### config.mk
export PLATFORM = sky130hd
export DESIGN_NAME = alpha_trigger_gen
export DESIGN_NICKNAME = d
export VERILOG_FILES = /design/src/rtl/alpha_trigger_gen.sv
export SDC_FILE = /design/constraint.sdc
export NUM_CORES = 1
export LEC_CHECK = 0
export ABC_AREA = 1
export CELL_PAD_IN_SITES_DETAIL_PLACEMENT = 1
export CELL_PAD_IN_SITES_GLOBAL_PLACEMENT = 1
export CORE_MARGIN = 5
export CORE_UTILIZATION = 25
export CTS_CLUSTER_SIZE = 28
export DETAILED_ROUTE_END_ITERATION = 10
export PLACE_DENSITY = 0.55
export SKIP_CTS_REPAIR_TIMING = 1
export SYNTH_ARGS = -nofsm -noshare
export SYNTH_HDL_FRONTEND = slang
export SYNTH_SLANG_ARGS = --single-unit
### constraint.sdc
create_clock -name clk -period 1.4 [get_ports clk]
set_input_delay 0.28 -clock clk [delete_from_list [all_inputs] [get_ports clk]]
set_output_delay 0.28 -clock clk [all_outputs]
set_load 0.03 [all_outputs]
### src/rtl/alpha_trigger_gen.sv
// Trigger conditioner for the alpha sequencer: synchronises and debounces a raw level input,
// then emits one single-cycle pulse on every accepted rising transition.
module alpha_trigger_gen #(
  parameter int unsigned DEBOUNCE_CYCLES = 4,
  parameter int unsigned CNT_W           = 8
) (
  input  logic clk,
  input  logic rst,
  input  logic a_raw,
  output logic a,
  output logic a_level
);

  typedef enum logic [1:0] {
    StIdle    = 2'd0,
    StRiseChk = 2'd1,
    StPressed = 2'd2,
    StFallChk = 2'd3
  } state_e;

  // The entering edge already counts as the first stable sample, hence the -1.
  localparam logic [CNT_W-1:0] CntLast = CNT_W'(DEBOUNCE_CYCLES - 1);
  localparam logic [CNT_W-1:0] CntOne  = CNT_W'(1);

  logic             s1_q;
  logic             s2_q;
  state_e           state_q;
  logic [CNT_W-1:0] cnt_q;

  // Two-flop synchroniser; only s2_q is seen by the qualification logic.
  always_ff @(posedge clk or posedge rst) begin
    if (rst) begin
      s1_q <= 1'b0;
      s2_q <= 1'b0;
    end else begin
      s1_q <= a_raw;
      s2_q <= s1_q;
    end
  end

  always_ff @(posedge clk or posedge rst) begin
    if (rst) begin
      state_q <= StIdle;
      cnt_q   <= '0;
      a       <= 1'b0;
      a_level <= 1'b0;
    end else begin
      a <= 1'b0;
      case (state_q)
        StIdle: begin
          if (s2_q) begin
            state_q <= StRiseChk;
            cnt_q   <= CntOne;
          end else begin
            cnt_q <= '0;
          end
        end
        StRiseChk: begin
          if (!s2_q) begin
            state_q <= StIdle;
            cnt_q   <= '0;
          end else if (cnt_q == CntLast) begin
            state_q <= StPressed;
            cnt_q   <= '0;
            a       <= 1'b1;
            a_level <= 1'b1;
          end else begin
            cnt_q <= cnt_q + CntOne;
          end
        end
        StPressed: begin
          if (!s2_q) begin
            state_q <= StFallChk;
            cnt_q   <= CntOne;
          end
        end
        StFallChk: begin
          // A return to 1 here is release bounce: back to PRESSED with no new pulse.
          if (s2_q) begin
            state_q <= StPressed;
            cnt_q   <= '0;
          end else if (cnt_q == CntLast) begin
            state_q <= StIdle;
            cnt_q   <= '0;
            a_level <= 1'b0;
          end else begin
            cnt_q <= cnt_q + CntOne;
          end
        end
        default: begin
          state_q <= StIdle;
          cnt_q   <= '0;
          a_level <= 1'b0;
        end
      endcase
    end
  end

endmodule

==> results of run 1 <==
worst min path at each step:
stage	end	slack, ns	cells past startpoint
floorplan	asynchronous set/reset pin	0.17	1
global placement	s2_q	0.33	0
detailed placement	s2_q	0.34	0
CTS	cnt_q[7]	0.29	3
global route	cnt_q[2]	0.30	3
finish	cnt_q[0]	0.29	3
per-layer routing:
metal	track usage	part of all wire
met5	0	0
met4	0.0305	0
met2	0.178	0.49
met3	0.0255	0.017
met1	0.138	0.49
placed cells by master (no fill, tap or decap), drive strengths merged:
cell type / n
inv: 15
buf: 5
nor3: 1
nand4: 4
o21ai: 2
nand3: 12
nor2: 21
ha: 1
dlymetal6s2s: 2
clkbuf: 4
clkdlybuf4s50: 2
nand3b: 1
dfrtp: 14
nand2: 33
a21oi: 3
layout make-up:
| class | instances | area share |
|---|---|---|
| Tap cell | 44 | 0.0568 |
| Clock buffer | 4 | 0.0375 |
| Sequential cell | 14 | 0.364 |
| Timing Repair Buffer | 9 | 0.0853 |
| Inverter | 15 | 0.0581 |
| Multi-Input combinational cell | 78 | 0.398 |
state kept, by name (all words and copies together), names as in the netlist, named ones only:
name	cells
a_level	1
cnt_q	8
s1_q	1
a	1
s2_q	1
state_q	1
Yosys cell counts:
cell type	number	share of area
nand3b_1	1	0.0096
nor2_2	5	0.040
buf_6	1	0.014
nand4_1	4	0.032
nand2_1	32	0.15
nand2_2	1	0.0080
inv_2	2	0.0096
nand3_1	11	0.070
ha_1	1	0.016
a21oi_1	3	0.019
nand3_2	1	0.013
inv_1	13	0.062
nor2_1	15	0.072
dfrtp_1	14	0.45
o21ai_0	2	0.013
nor3_1	1	0.0064
nor2_4	1	0.014
per-stage QoR:
step | cells | setup TNS, ns | total power (uW) | hold WS (ns)
2_1_floorplan | 108 | 0 | 915 | 0.169
3_3_place_gp | 159 | 0 | 1030 | 0.333
3_5_place_dp | 159 | 0 | 1040 | 0.337
4_1_cts | 163 | -0.398 | 1350 | 0.291
5_1_grt | 164 | 0 | 1510 | 0.302
6_report | 164 | 0 | 1390 | 0.287
worst max-delay path, cell delays in order, from the launching register on:
cell and delay [ns]:
dfrtp_1 0.42, ha_4 0.18, nand3_2 0.10, nor2_4 0.16, nand2_2 0.09, inv_2 0.07
nand2_1 0.06, nor2_1 0.12
power by group:
group,switching [uW],total (uW),internal [uW]
clock network,146,304,158
registers,112,593,481
logic,287,491,204
total,545,1390,843
cell families after synthesis:
group	after synthesis	synth area share
flip-flops	14	0.447
AO/OA/AOI/OAI	5	0.0319
buffers and inverters	16	0.0863
adder cells (fa/ha/maj)	1	0.0160
AND/OR/NAND/NOR	72	0.419
==> results.md, run 1 <==
* Max VDD drop at roughly 540 uV
* Final Core Density at 0.320
* Power Dens Cells at 1430 nW/um^2
* Starting Density at 0.259
* Max_slew headroom at 0.789
* Critical path class: register to register
* Worst-skew pair later-pin latency at 0.28 ns
* Synth unique cells at 17
* Vias at 714
* End point of the critical path: a
* Core Region at approximately 3000 um^2
* Sinks on Clock Net at 14
* Type of origin of the critical path: register
* Clk buf depth at 2
* Slew @ Worst Pin at 0.316 ns
* DRC violations left at 0
* CTS buffer count at 3
* Reg2Reg Capture Point: a
* First DRT Iteration DRCs at 34
* Initial antenna violation count at 0
* Period minus WS final at 1.27 ns
* # port buffers at 4
* Fin. Hold Viols at 0
* Multi-input logic area at 385 um^2
* Reg2Reg Depth at 7
* N_diodes at 0
* # rows at 20
* Worst Slack Setup Final at 0.134 ns
* DP Worst Slack at 0.00857 ns
* CP Capture Type: register
* WP data required at approximately 1.6 ns
* Final worst path period share at 0.904
* Post-synthesis sequential area ratio at 0.447
* Worst Skew at 0.00162 ns
* Seq. cell area at about 350 um^2
* Final ANT Viol Nets at 0
* CP startpoint: cnt_q[0]
* Synth Instances at 108
* Synth-to-Final Area Change at 23.6%
* Syn Std Cell Area at 783 um^2
* Width of the die at 66.0 um
* Average wire per standard cell at 12.1 um
* Vias in the first global route at about 800
* First-pass GRT wire length at between 3 and 4 mm
* Root buf cell: clkbuf_4
* Final Max Tran Viols at 0
* GP Congestion at 0.746
* DRT Wirelength at between 1.5 and 2 mm
* Post-Place Cell Area at 897 um^2
* Synth Register Bits at 14
* Ports at 5
* Layout cells sized above 1 at 0.192
* Max-Cap Viols at 0
* Final #Nets at 125
* CTS tree: built
* CP arrival at 1.48 ns
* Worst-path clk slew at 0.09 ns
* YS warnings at 0
* H-Tree Depth at 1
* Post-DP HPWL at 1.57 mm
* Total GRT Usage at 0.107
* Worst Path Max Fanout at 4
* DR vias/cell at between 4 and 5
* Synth Area per Inst at 7.25 um^2
* Synth Net Count at about 110
* Die height at 66.0 um
* RSZ-0062 raised after global routing: no
* Flop2flop setup slack at 0.13 ns
* Fmax at 790 MHz
* Cell area after layout at 968 um^2
* Filler cell count at 376
* Total grt overflow at 0
* DR pass1 iterations at 4
* Total die area at 4350 um^2
* HP Class: primary input to asynchronous set/reset pin
* Status: completed
* Critical R2R Launch: cnt_q[0]
* Largest net degree at the start of global routing at 15
* Static Leak at 0.000500 uW
* Final setup vio count at 0
No activity file was read; power rests on OpenSTA's default activity.
==> inputs of run 2 (changes only) <==
--- a/config.mk
+++ b/config.mk
@@ -9,10 +9,10 @@
 export CELL_PAD_IN_SITES_DETAIL_PLACEMENT = 1
 export CELL_PAD_IN_SITES_GLOBAL_PLACEMENT = 1
 export CORE_MARGIN = 5
-export CORE_UTILIZATION = 25
+export CORE_UTILIZATION = 40
 export CTS_CLUSTER_SIZE = 28
 export DETAILED_ROUTE_END_ITERATION = 10
-export PLACE_DENSITY = 0.55
+export PLACE_DENSITY = 0.78
 export SKIP_CTS_REPAIR_TIMING = 1
 export SYNTH_ARGS = -nofsm -noshare
 export SYNTH_HDL_FRONTEND = slang
==> results.md, run 2 (synthesized netlist as in run 1, its figures left out) <==
* Max VDD drop at 944 uV (was 543 uV)
* Final worst path period share at 0.919 (was 0.904)
* Max reg flops at 8 (unchanged)
* Final #Nets at 123 (was 125)
* Largest net degree at the start of global routing at 15 (unchanged)
* Core Region at 1920 um^2 (was 3030 um^2)
* DRT Wirelength at 1.84 mm (was 1.99 mm)
* Slew @ Worst Pin at 0.322 ns (was 0.316 ns)
* H-Tree Depth at 1 (unchanged)
* CTS buffer count at 3 (unchanged)
* WP data required at 1.62 ns (about the same)
* Logic pwr share at 0.359 (was 0.354)
* Fmax at 777 MHz (was 790 MHz)
* Total grt overflow at 0 (unchanged)
* Critical path class: register to register (unchanged)
* Max_slew headroom at 0.785 (was 0.789)
* Seq. cell area at 353 um^2 (unchanged)
* Final Max Tran Viols at 0 (unchanged)
* Synth-to-Final Area Change at 18.7% (was 23.6%)
* Switching Power at 546 uW (was 545 uW)
* Total GRT Usage at 0.157 (was 0.107)
* Status: completed (unchanged)
* N_diodes at 0 (unchanged)
* First DRT Iteration DRCs at 6 (was 34)
* DRC violations left at 0 (unchanged)
* Initial antenna violation count at 0 (unchanged)
* Post-DP HPWL at 1.39 mm (was 1.57 mm)
* Static Leak at 0.000487 uW (was 0.000500 uW)
* # rows at 16 (was 20)
* Total die area at 2940 um^2 (was 4350 um^2)
* Worst Path Max Fanout at 8 (was 4)
* First-pass GRT wire length at 3.22 mm (was 3.55 mm)
* Worst Skew at 0.00623 ns (was 0.00162 ns)
* CTS tree: built (unchanged)
* Int Power at 843 uW (about the same)
* Final ANT Viol Nets at 0 (unchanged)
* Vias in the first global route at 754 (was 798)
* Max-Cap Viols at 0 (unchanged)
* Switching share of power at 0.393 (about the same)
* Fin. Hold Viols at 0 (unchanged)
* Layout cells sized above 1 at 0.169 (was 0.192)
* Period minus WS final at 1.29 ns (was 1.27 ns)
* Flop2flop setup slack at 0.11 ns (was 0.13 ns)
* Worst-path clk slew at 0.09 ns (about the same)
* Type of origin of the critical path: register (unchanged)
* Worst-skew pair later-pin latency at 0.29 ns (was 0.28 ns)
* Die height at 54.3 um (was 66.0 um)
* Ports at 5 (unchanged)
* # port buffers at 4 (unchanged)
* RSZ-0062 raised after global routing: no (unchanged)
* Power Dens Cells at 1490 nW/um^2 (was 1430 nW/um^2)
* Sequential share of power at 0.422 (was 0.427)
* Biggest register: cnt_q (unchanged)
* Clock power share at 0.219 (about the same)
* Commonest non-fill, non-tap cells in the layout: 32 x nand2_1, 15 x nor2_1, 13 x inv_1 (was 31 x nand2_1, 15 x nor2_1, 13 x inv_1)
* Total Power at 1390 uW (about the same)
* Width of the die at 54.3 um (was 66.0 um)
* Reg2Reg Capture Point: cnt_q[3] (was a)
* CP arrival at 1.51 ns (was 1.48 ns)
* Vias at 711 (was 714)
* CP Capture Type: register (unchanged)
* Final setup vio count at 0 (unchanged)
* Commonest non-fill, non-tap cell in the layout: nand2_1 (unchanged)
* DR vias/cell at 4.90 (was 4.35)
* GP Congestion at 0.745 (was 0.746)
* Root buf cell: clkbuf_4 (unchanged)
* Starting Density at 0.408 (was 0.259)
* Clk buf depth at 2 (unchanged)
* HP Class: primary input to asynchronous set/reset pin (unchanged)
* Sinks on Clock Net at 14 (unchanged)
* Reg2Reg Depth at 7 (unchanged)
* Average wire per standard cell at 12.7 um (was 12.1 um)
* Final Core Density at 0.484 (was 0.320)
* DR pass1 iterations at 4 (unchanged)
* Multi-input logic area at 383 um^2 (was 385 um^2)
* Filler cell count at 254 (was 376)
## run 2: cell types whose count changed in the layout (fill, tap and decap cells not counted)
cell	before	now
nand2_2	2	1
buf_4	5	3
nand2_1	31	32
## run 2: worst max-delay path by stage
stage | start | endpoint | slack, ns | cells past startpoint
after floorplan | cnt_q[0] | a | 0.17 | 7
after global placement | cnt_q[1] | a | 0.08 | 7
after detailed placement | cnt_q[1] | a | -0.01 | 7
after CTS | a_level | a_level | -0.21 | 1
after global routing | register | cnt_q[6] | 0.02 | 7
final | register | cnt_q[3] | 0.11 | 7
## run 2: metal layers
| metal | global-route usage | routed length (um) | vias up |
|---|---|---|---|
| li1 | - | - | 359 |
| met5 | 0 | 0 | - |
| met4 | 0.0871 | 42 | 0 |
| met2 | 0.277 | 922 | 12 |
| met1 | 0.171 | 807 | 335 |
| met3 | 0.0354 | 70 | 5 |
## run 2: metrics by stage
step / setup slack (ns) / area, um^2 / hold slack [ns] / TNS [ns] / std cells
after global routing: 0.0190 / 930 / 0.301 / 0 / 145
after detailed placement: -0.0103 / 861 / 0.339 / -0.0103 / 140
after floorplan: 0.175 / 783 / 0.169 / 0 / 108
final: 0.113 / 930 / 0.285 / 0 / 145
after CTS: -0.213 / 897 / 0.299 / -0.444 / 144
after global placement: 0.0813 / 861 / 0.335 / 0 / 140
## run 2: layout make-up
| class | instances | share of cell area |
|---|---|---|
| Clock buffer | 4 | 0.0390 |
| Sequential cell | 14 | 0.380 |
| Tap cell | 27 | 0.0363 |
| Inverter | 15 | 0.0606 |
| Multi-Input combinational cell | 78 | 0.412 |
| Timing Repair Buffer | 7 | 0.0727 |
## run 2: power by group through the flow
stage          Combinational [uW]  Clock [uW]  Sequential [uW]
2_1_floorplan                 340           0              575
3_3_place_gp                  442           0              576
3_5_place_dp                  457           0              583
4_1_cts                       462         307              575
5_1_grt                       569         331              599
6_report                      499         304              586
## run 2: critical path: stages (launching register included)
cell	delay, ns
dfrtp_1	0.48
nand2_2	0.15
nand2_1	0.07
nor2_2	0.14
inv_2	0.06
nor2_2	0.14
nor2_2	0.07
nor2_1	0.09
==> inputs of run 3 (changes only) <==
--- a/config.mk
+++ b/config.mk
@@ -12,6 +12,7 @@
 export CORE_UTILIZATION = 40
 export CTS_CLUSTER_SIZE = 28
 export DETAILED_ROUTE_END_ITERATION = 10
+export GPL_TIMING_DRIVEN = 0
 export PLACE_DENSITY = 0.78
 export SKIP_CTS_REPAIR_TIMING = 1
 export SYNTH_ARGS = -nofsm -noshare
==> results.md, run 3 (synthesized netlist as in run 1, its figures left out) <==
* Status: completed (unchanged)
* DRT Wirelength at 1.88 mm (was 1.84 mm)
* CTS tree: built (unchanged)
* # port buffers at 4 (unchanged)
* Worst-skew pair later-pin latency at 0.29 ns (about the same)
* Clk buf depth at 2 (unchanged)
* Largest net degree at the start of global routing at 15 (unchanged)
* Total GRT Usage at 0.160 (was 0.157)
* Max reg flops at 8 (unchanged)
* Worst-path clk slew at 0.09 ns (about the same)
* CP arrival at 1.50 ns (was 1.51 ns)
* Static Leak at 0.000487 uW (about the same)
* Sinks on Clock Net at 14 (unchanged)
* Fmax at 782 MHz (was 777 MHz)
* Largest stage delay on the critical path at 0.39 ns (was 0.48 ns)
* Layout cells sized above 1 at 0.162 (was 0.169)
* First-pass GRT wire length at 3.29 mm (was 3.22 mm)
* Max-Cap Viols at 0 (unchanged)
* WP data required at 1.62 ns (about the same)
* Total grt overflow at 0 (unchanged)
* Power Dens Cells at 1520 nW/um^2 (was 1490 nW/um^2)
* RSZ-0062 raised after global routing: no (unchanged)
* Max_slew headroom at 0.627 (was 0.785)
* DR vias/cell at 5.12 (was 4.90)
* Commonest non-fill, non-tap cells in the layout: 32 x nand2_1, 15 x nor2_1, 13 x inv_1 (unchanged)
* Biggest register: cnt_q (unchanged)
* Critical path class: register to register (unchanged)
* Average wire per standard cell at 13.1 um (was 12.7 um)
* Final ANT Viol Nets at 0 (unchanged)
* Core Region at 1920 um^2 (unchanged)
* GP Congestion at 0.798 (was 0.745)
* Final Max Tran Viols at 0 (unchanged)
* First DRT Iteration DRCs at 10 (was 6)
* Width of the die at 54.3 um (unchanged)
* Type of origin of the critical path: register (unchanged)
* Critical path's slowest cell: dfrtp_1 (unchanged)
* Vias at 737 (was 711)
* Worst Skew at 0.00527 ns (was 0.00623 ns)
* Final #Nets at 122 (was 123)
* # rows at 16 (unchanged)
* HP Class: primary input to asynchronous set/reset pin (unchanged)
* CTS buffer count at 3 (unchanged)
* CP Capture Type: register (unchanged)
* Die height at 54.3 um (unchanged)
* Period minus WS final at 1.28 ns (was 1.29 ns)
* Slew @ Worst Pin at 0.558 ns (was 0.322 ns)
* Starting Density at 0.408 (unchanged)
* Initial antenna violation count at 0 (unchanged)
* H-Tree Depth at 1 (unchanged)
* Max VDD drop at 652 uV (was 944 uV)
* Ports at 5 (unchanged)
* Final worst path period share at 0.914 (was 0.919)
* DRC violations left at 0 (unchanged)
* Non-filler cells, final at 144 (was 145)
* N_diodes at 0 (unchanged)
* Final setup vio count at 0 (unchanged)
* Fin. Hold Viols at 0 (unchanged)
* Cell chain of the critical path: buf_6 -> nand2_2 -> nand2_1 -> nor2_2 -> inv_2 -> nor2_2 -> nor2_4 -> nor2_1 (was nand2_2 -> nand2_1 -> nor2_2 -> inv_2 -> nor2_2 -> nor2_2 -> nor2_1)
* Commonest non-fill, non-tap cell in the layout: nand2_1 (unchanged)
* Vias in the first global route at 735 (was 754)
* Final Core Density at 0.484 (about the same)
* Root buf cell: clkbuf_4 (unchanged)
* Worst Path Max Fanout at 8 (unchanged)
* Placed cells at 139 (was 140)
* DR pass1 iterations at 2 (was 4)
* Post-DP HPWL at 1.44 mm (was 1.39 mm)
* Total die area at 2940 um^2 (unchanged)
* Most used cell along the critical path: nor2_2 (unchanged)
* Synth-to-Final Area Change at 18.8% (was 18.7%)
-- run 3: final timing paths --
check	cells after the start	from	to	slack, ns
max	8	register	cnt_q[3]	0.12
min	2	rst	asynchronous set/reset pin	0.33
max reg2reg	8	register	cnt_q[3]	0.12
min reg2reg	0	s1_q	s2_q	0.35
max in group asynchronous	2	rst	cnt_q[0]	0.66
min in group clk	0	s1_q	s2_q	0.35
-- run 3: where the power goes --
group | internal, uW | switching, uW
Clock | 159 | 143
Combinational | 220 | 322
Sequential | 481 | 91.2
-- run 3: area by class of cell --
type / count / area, um^2
inverter: 15 / 56.3
multi-input combinational: 78 / 388
fill: 262 / 991
tap: 27 / 33.8
sequential: 14 / 353
buffer: 1 / 11.3
timing repair buffer: 5 / 52.6
clock buffer: 4 / 36.3
-- run 3: critical path: cells and delay by family (launching register included) --
family	cells	cell delay, ns
AND/OR/NAND/NOR	6	0.61
flip-flops	1	0.39
buffers and inverters	2	0.20
-- run 3: layer usage --
layer  global-route usage  vias to the layer above  part of all wire
met1                0.197                      369              0.45
met5                    0                        -                 0
met3               0.0300                        4             0.019
met4                0.104                        0             0.024
li1                     -                      358                 -
met2                0.255                        6              0.51
-- run 3: metrics by stage --
stage,worst slack [ns],instance area [um^2],hold slack [ns],total power (uW),TNS [ns]
after floorplan,0.175,783,0.169,915,0
after global placement,-0.0423,857,0.336,1030,-0.199
after detailed placement,-0.0677,857,0.337,1060,-0.400
after CTS,-0.224,893,0.348,1360,-0.936
after global routing,0.0119,931,0.362,1530,0
final,0.120,931,0.334,1420,0
==> edit 1, RTL diff (flow settings as in run 3) <==
Reset style: synchronous (`rst`), changed in 2 clocked blocks.
--- a/src/rtl/alpha_trigger_gen.sv
+++ b/src/rtl/alpha_trigger_gen.sv
@@ -28,7 +28,7 @@
   logic [CNT_W-1:0] cnt_q;
 
   // Two-flop synchroniser; only s2_q is seen by the qualification logic.
-  always_ff @(posedge clk or posedge rst) begin
+  always_ff @(posedge clk) begin
     if (rst) begin
       s1_q <= 1'b0;
       s2_q <= 1'b0;
@@ -38,7 +38,7 @@
     end
   end
 
-  always_ff @(posedge clk or posedge rst) begin
+  always_ff @(posedge clk) begin
     if (rst) begin
       state_q <= StIdle;
       cnt_q   <= '0;
Check against the original RTL: differs if rst is asserted again (counterexample within 10 cycles, from zero or initial values and one cycle with rst high); with rst held inactive, the same outputs for 10 cycles.
==> edit 1 against run 3 <==
- clock skew is essentially flat
- worst setup slack got worse by 0.013 ns
- sequential cell count did not move
- sequential share of layout area shrank 3.4 points
- critical path type unchanged
- wire length down 22%
- synthesized area fell by 9.4%
- die area shrank 7.7%
- via count shrank 13%
- design area decreased by 12%
Power is not compared: it rests on default switching activity, and its combinational part moved more than twofold at a synthesized area within 25%.
==> edit 1: results (changes against run 3) <==
* Cell count of the worst reg-to-reg path at 8 (unchanged)
* Syn_nets at 108 (-3.6%)
* Global Route Usage Sum at 13.8% (-2.2 points)
* Drt wl/cell at 10.8 um (-18%)
* Largest net degree at the start of global routing at 10 (-5)
* Dpl cells at 132 (-5.0%)
* Non-filler cells, final at 136 (-5.6%)
* Critical Path AT at 1.48 ns (-0.02 ns)
* Tightest Pin Transition at 0.330 ns (-0.228 ns)
* Synth top cells by count: 26 x nand2_1, 14 x dfxtp_1, 14 x inv_1, 14 x nor2_1, 9 x nand3_1
* DRT Pass-1 Iters at 4 (+2)
* Max H-tree Level at 1 (unchanged)
* Synth top area cells: dfxtp_1 40%, nand2_1 14%, inv_1 7.4%, nor2_1 7.4%, nand3_1 6.3%
* P_leak at 0.350 nW
* Antenna violations before repair at 0 (unchanged)
* Clock root buffer: clkbuf_4
* Synth top area share at 39.5% (-5.2 points)
* Max reg flops at 8 (unchanged)
* Sw frac at 21.7%
* Yosys Warn Count at 0 (unchanged)
* Worst skew pair latency at 0.28 ns
* Hold Path Class: in -> reg
* Share of layout cells above drive strength 1 at 19.8% (+3.6 points)
* Register area share after synthesis at 39.5% (-5.2 points)
* Post-Syn Area per Cell at 6.82 um2 (-5.9%)
* Critical Path Fanout Max at 5 (-3)
* Antenna fix cells at 0 (unchanged)
* Vias in the first global route at 673 (-8.4%)
* Iter 0 DRT Violations at 2 (-8)
* Cts bufs inserted at 3 (unchanged)
* Max VDD drop at 0.522 mV
* Filler cells at 224 (-15%)
* RePlAce Congestion at 0.800 (+0.23%)
* Port Buffers at 3 (-1)
* Largest reg by FF count: cnt_q
* First-pass GRT wire length at 2760 um (-16%)
* CTS clk-pin slew, worst paths at 0.09 ns (about the same)
* DP Wirelength at 1210 um (-16%)
* Count of cell types in the netlist at 21 (+4)
* Skew final at 0.00537 ns (+0.000101 ns)
* Ys async rst share at 0% (-100 points)
* Clk buf depth at 2 (unchanged)
* Outcome: complete, no violations
* Net count, final at 116 (-4.9%)
* Hold path depth at 2
* Via/cell ratio at 4.71 (-7.9%)
[edit 1: changes by cell type after synthesis, sizes merged, moves of 3 or more]
cell	before	now
nand4	4	0
nand2	33	30
o21ai	2	5
dfrtp	14	0
nor2	21	16
dfxtp	0	14
[edit 1: critical path, cell delays in order, from the launching register on]
cell	delay [ns]
dfxtp_2	0.36
ha_2	0.19
nand2_1	0.07
nor2_2	0.14
nand2_2	0.10
nand2_4	0.10
nand2_2	0.08
nand2_1	0.10
nor2_1	0.05
[edit 1: stage by stage]
step                hold WS [ns]  setup TNS, ns  util [%]  worst slack (ns)  cell area [um2]
detailed placement         0.402              0      45.1            0.0319              771
CTS                        0.222         -0.356      47.3            -0.204              807
floorplan                  0.387              0         -             0.223              709
global route               0.228              0      48.0           0.00636              820
finish                     0.219              0      48.0             0.107              820
global placement           0.393              0      45.1            0.0380              771
[edit 1: kinds of logic after synthesis]
family | after synthesis | synth area share (%)
and+or+nand+nor | 58 | 37.7
buffers and inverters | 19 | 11.1
DFF | 14 | 39.5
AOI/OAI and AO/OA | 11 | 8.64
xor gates and xnor gates | 1 | 1.23
adders and majority gates | 1 | 1.76
[edit 1: path summary, 6_finish.rpt]
| path | startpoint | end | slack (ns) |
|---|---|---|---|
| worst max-delay path | cnt_q[1]$_SDFFE_PP0P_ | cnt_q[3]$_SDFFE_PP0P_ | 0.11 |
| worst max register to register | cnt_q[1]$_SDFFE_PP0P_ | cnt_q[3]$_SDFFE_PP0P_ | 0.11 |
| worst min register to register | s1_q$_SDFF_PP0_ | s2_q$_SDFF_PP0_ | 0.41 |
| worst min-delay path | rst | cnt_q[0]$_SDFFE_PP0P_ | 0.22 |
[edit 1: cell type report]
class	instances	area, um2	area share, %
inverter	17	63.8	7.79
clock buffer	4	36.3	4.43
buffer	2	15.0	1.83
tap	25	31.3	3.82
sequential	14	283	34.5
multi-input combinational	71	355	43.4
timing repair buffer	3	35.0	4.27
[edit 1: metal layers]
layer,track usage [%],wire (um),up-vias,share of wire [%]
met5,0,0,-,0
met4,7.86,32,0,2.2
met3,1.72,40,4,2.7
met2,24.9,738,8,50
met1,15.4,653,293,45
li1,-,-,336,-
[edit 1: power groups by stage]
stage	combinational [mW]	sequential, mW	clock [mW]
3_5_place_dp	0.0333	0.418	0
2_1_floorplan	0.0242	0.416	0
4_1_cts	0.0332	0.408	0.305
3_3_place_gp	0.0319	0.417	0
6_report	0.0324	0.408	0.294
5_1_grt	0.0375	0.409	0.326
==> edit 2, RTL diff (config.mk and constraints of run 3) <==
Made on the original files. Set the parameter `CNT_W` to 7 (it was 8).
--- a/src/rtl/alpha_trigger_gen.sv
+++ b/src/rtl/alpha_trigger_gen.sv
@@ -2,7 +2,7 @@
 // then emits one single-cycle pulse on every accepted rising transition.
 module alpha_trigger_gen #(
   parameter int unsigned DEBOUNCE_CYCLES = 4,
-  parameter int unsigned CNT_W           = 8
+  parameter int unsigned CNT_W           = 7
 ) (
   input  logic clk,
   input  logic rst,
Behaviour: same outputs for any inputs over 10 cycles, from zero or initial values and one cycle with rst high; that may be too few to reach the edited logic, so the function may still have changed.
==> edit 2 against run 3 <==
- clock power decreased by 20%
- wire length decreased by 22%
- clock skew decreased by 0.0023 ns
- maximum frequency increased by 2.3%
- design area decreased by 18%
- sequential share of layout area increased by 4.7 points
- synthesized area decreased by 14%
- sequential cell count decreased by 1
- power decreased by 19%
- worst setup slack improved by 0.028 ns
- final cell count decreased by 22%
==> edit 2: results (changes against run 3) <==
* Tightest Pin Transition at 0.508 ns (-0.0499 ns)
* Count of cell types in the netlist at 13 (-4)
* First-pass GRT wire length at 2640 um (-20%)
* RePlAce Congestion at 0.828 (+3.7%)
* Syn_nets at 94 (-16%)
* Max reg flops at 7 (-1)
* Global Route Usage Sum at 14.2% (-1.9 points)
* Setup WS post-layout at 0.149 ns (+0.0284 ns)
* Largest net degree at the start of global routing at 14 (-1)
* Filler cells at 207 (-21%)
* Placed inst area at 732 um2 (-15%)
* WHS at 0.321 ns (-0.0128 ns)
* Critical Path Fanout Max at 5 (-3)
* P_leak at 0.428 nW (-12%)
* Synth Area in Adders at 3.72% (+2.1 points)
* CP max stage cell: dfrtp_1
* Iter 0 DRT Violations at 5 (-5)
* Register area share after synthesis at 48.4% (+3.7 points)
* Final Routed Wirelength at 1470 um (-22%)
* Skew final at 0.00297 ns (-0.00230 ns)
* Synth Area in Compound Gates at 8.94% (+5.7 points)
* Outcome: complete, no violations
* Max stage delay on crit path at 0.41 ns (+0.02 ns)
* Worst slack, placed at 0.114 ns (+0.181 ns)
* Drt wl/cell at 13.0 um (-0.77%)
* DP Wirelength at 1140 um (-21%)
* Vias in the first global route at 630 (-14%)
* Critical Path AT at 1.43 ns (-0.07 ns)
* Cell count after synthesis at 89 (-18%)
* DRT Pass-1 Iters at 4 (+2)
* Vias at 597 (-19%)
* Cell count of the worst reg-to-reg path at 6 (-2)
* FF-to-FF End: a_level$_DFFE_PP0P_
* Share of layout cells above drive strength 1 at 8.25% (-8.0 points)
* Max VDD drop at 0.732 mV (+12%)
## edit 2: cell count changes after synthesis, sizes merged, moves of 2 or more
cell	run 3	this run
o21bai	0	2
nand2	33	28
o21ai	2	5
nand3	12	6
nor2	21	11
## edit 2: layout make-up
cell class                      count  area share [%]
Inverter                           15            7.34
Sequential cell                    13            42.6
Tap cell                           16            2.61
Timing Repair Buffer                4            5.87
Clock buffer                        4            3.43
Multi-Input combinational cell     61            38.2
## edit 2: worst max-delay path: cells and delay by family, from the launching register on
family | cells | cell delay, ns
flip-flops | 1 | 0.41
AND/OR/NAND/NOR | 3 | 0.30
adder cells (fa/ha/maj) | 1 | 0.19
AO/OA/AOI/OAI | 1 | 0.19
buffers and inverters | 1 | 0.05
## edit 2: cell families after synthesis
group / Yosys count
adder cells (fa/ha/maj): 2
buffers and inverters: 15
flip-flops: 13
AND/OR/NAND/NOR: 48
AO/OA/AOI/OAI: 11
## edit 2: routing by layer
| metal | GRT usage (%) | part of all wire (%) |
|---|---|---|
| met1 | 15.0 | 43 |
| met3 | 4.36 | 3.0 |
| met5 | 0 | 0 |
| met2 | 23.6 | 50 |
| met4 | 10.2 | 3.3 |
## edit 2: power by group
| group | leakage (nW) | switching, mW | internal [mW] |
|---|---|---|---|
| Sequential | 0.168 | 0.0920 | 0.455 |
| Combinational | 0.245 | 0.232 | 0.124 |
| Clock | 0.0150 | 0.130 | 0.111 |
| Total | 0.428 | 0.454 | 0.690 |
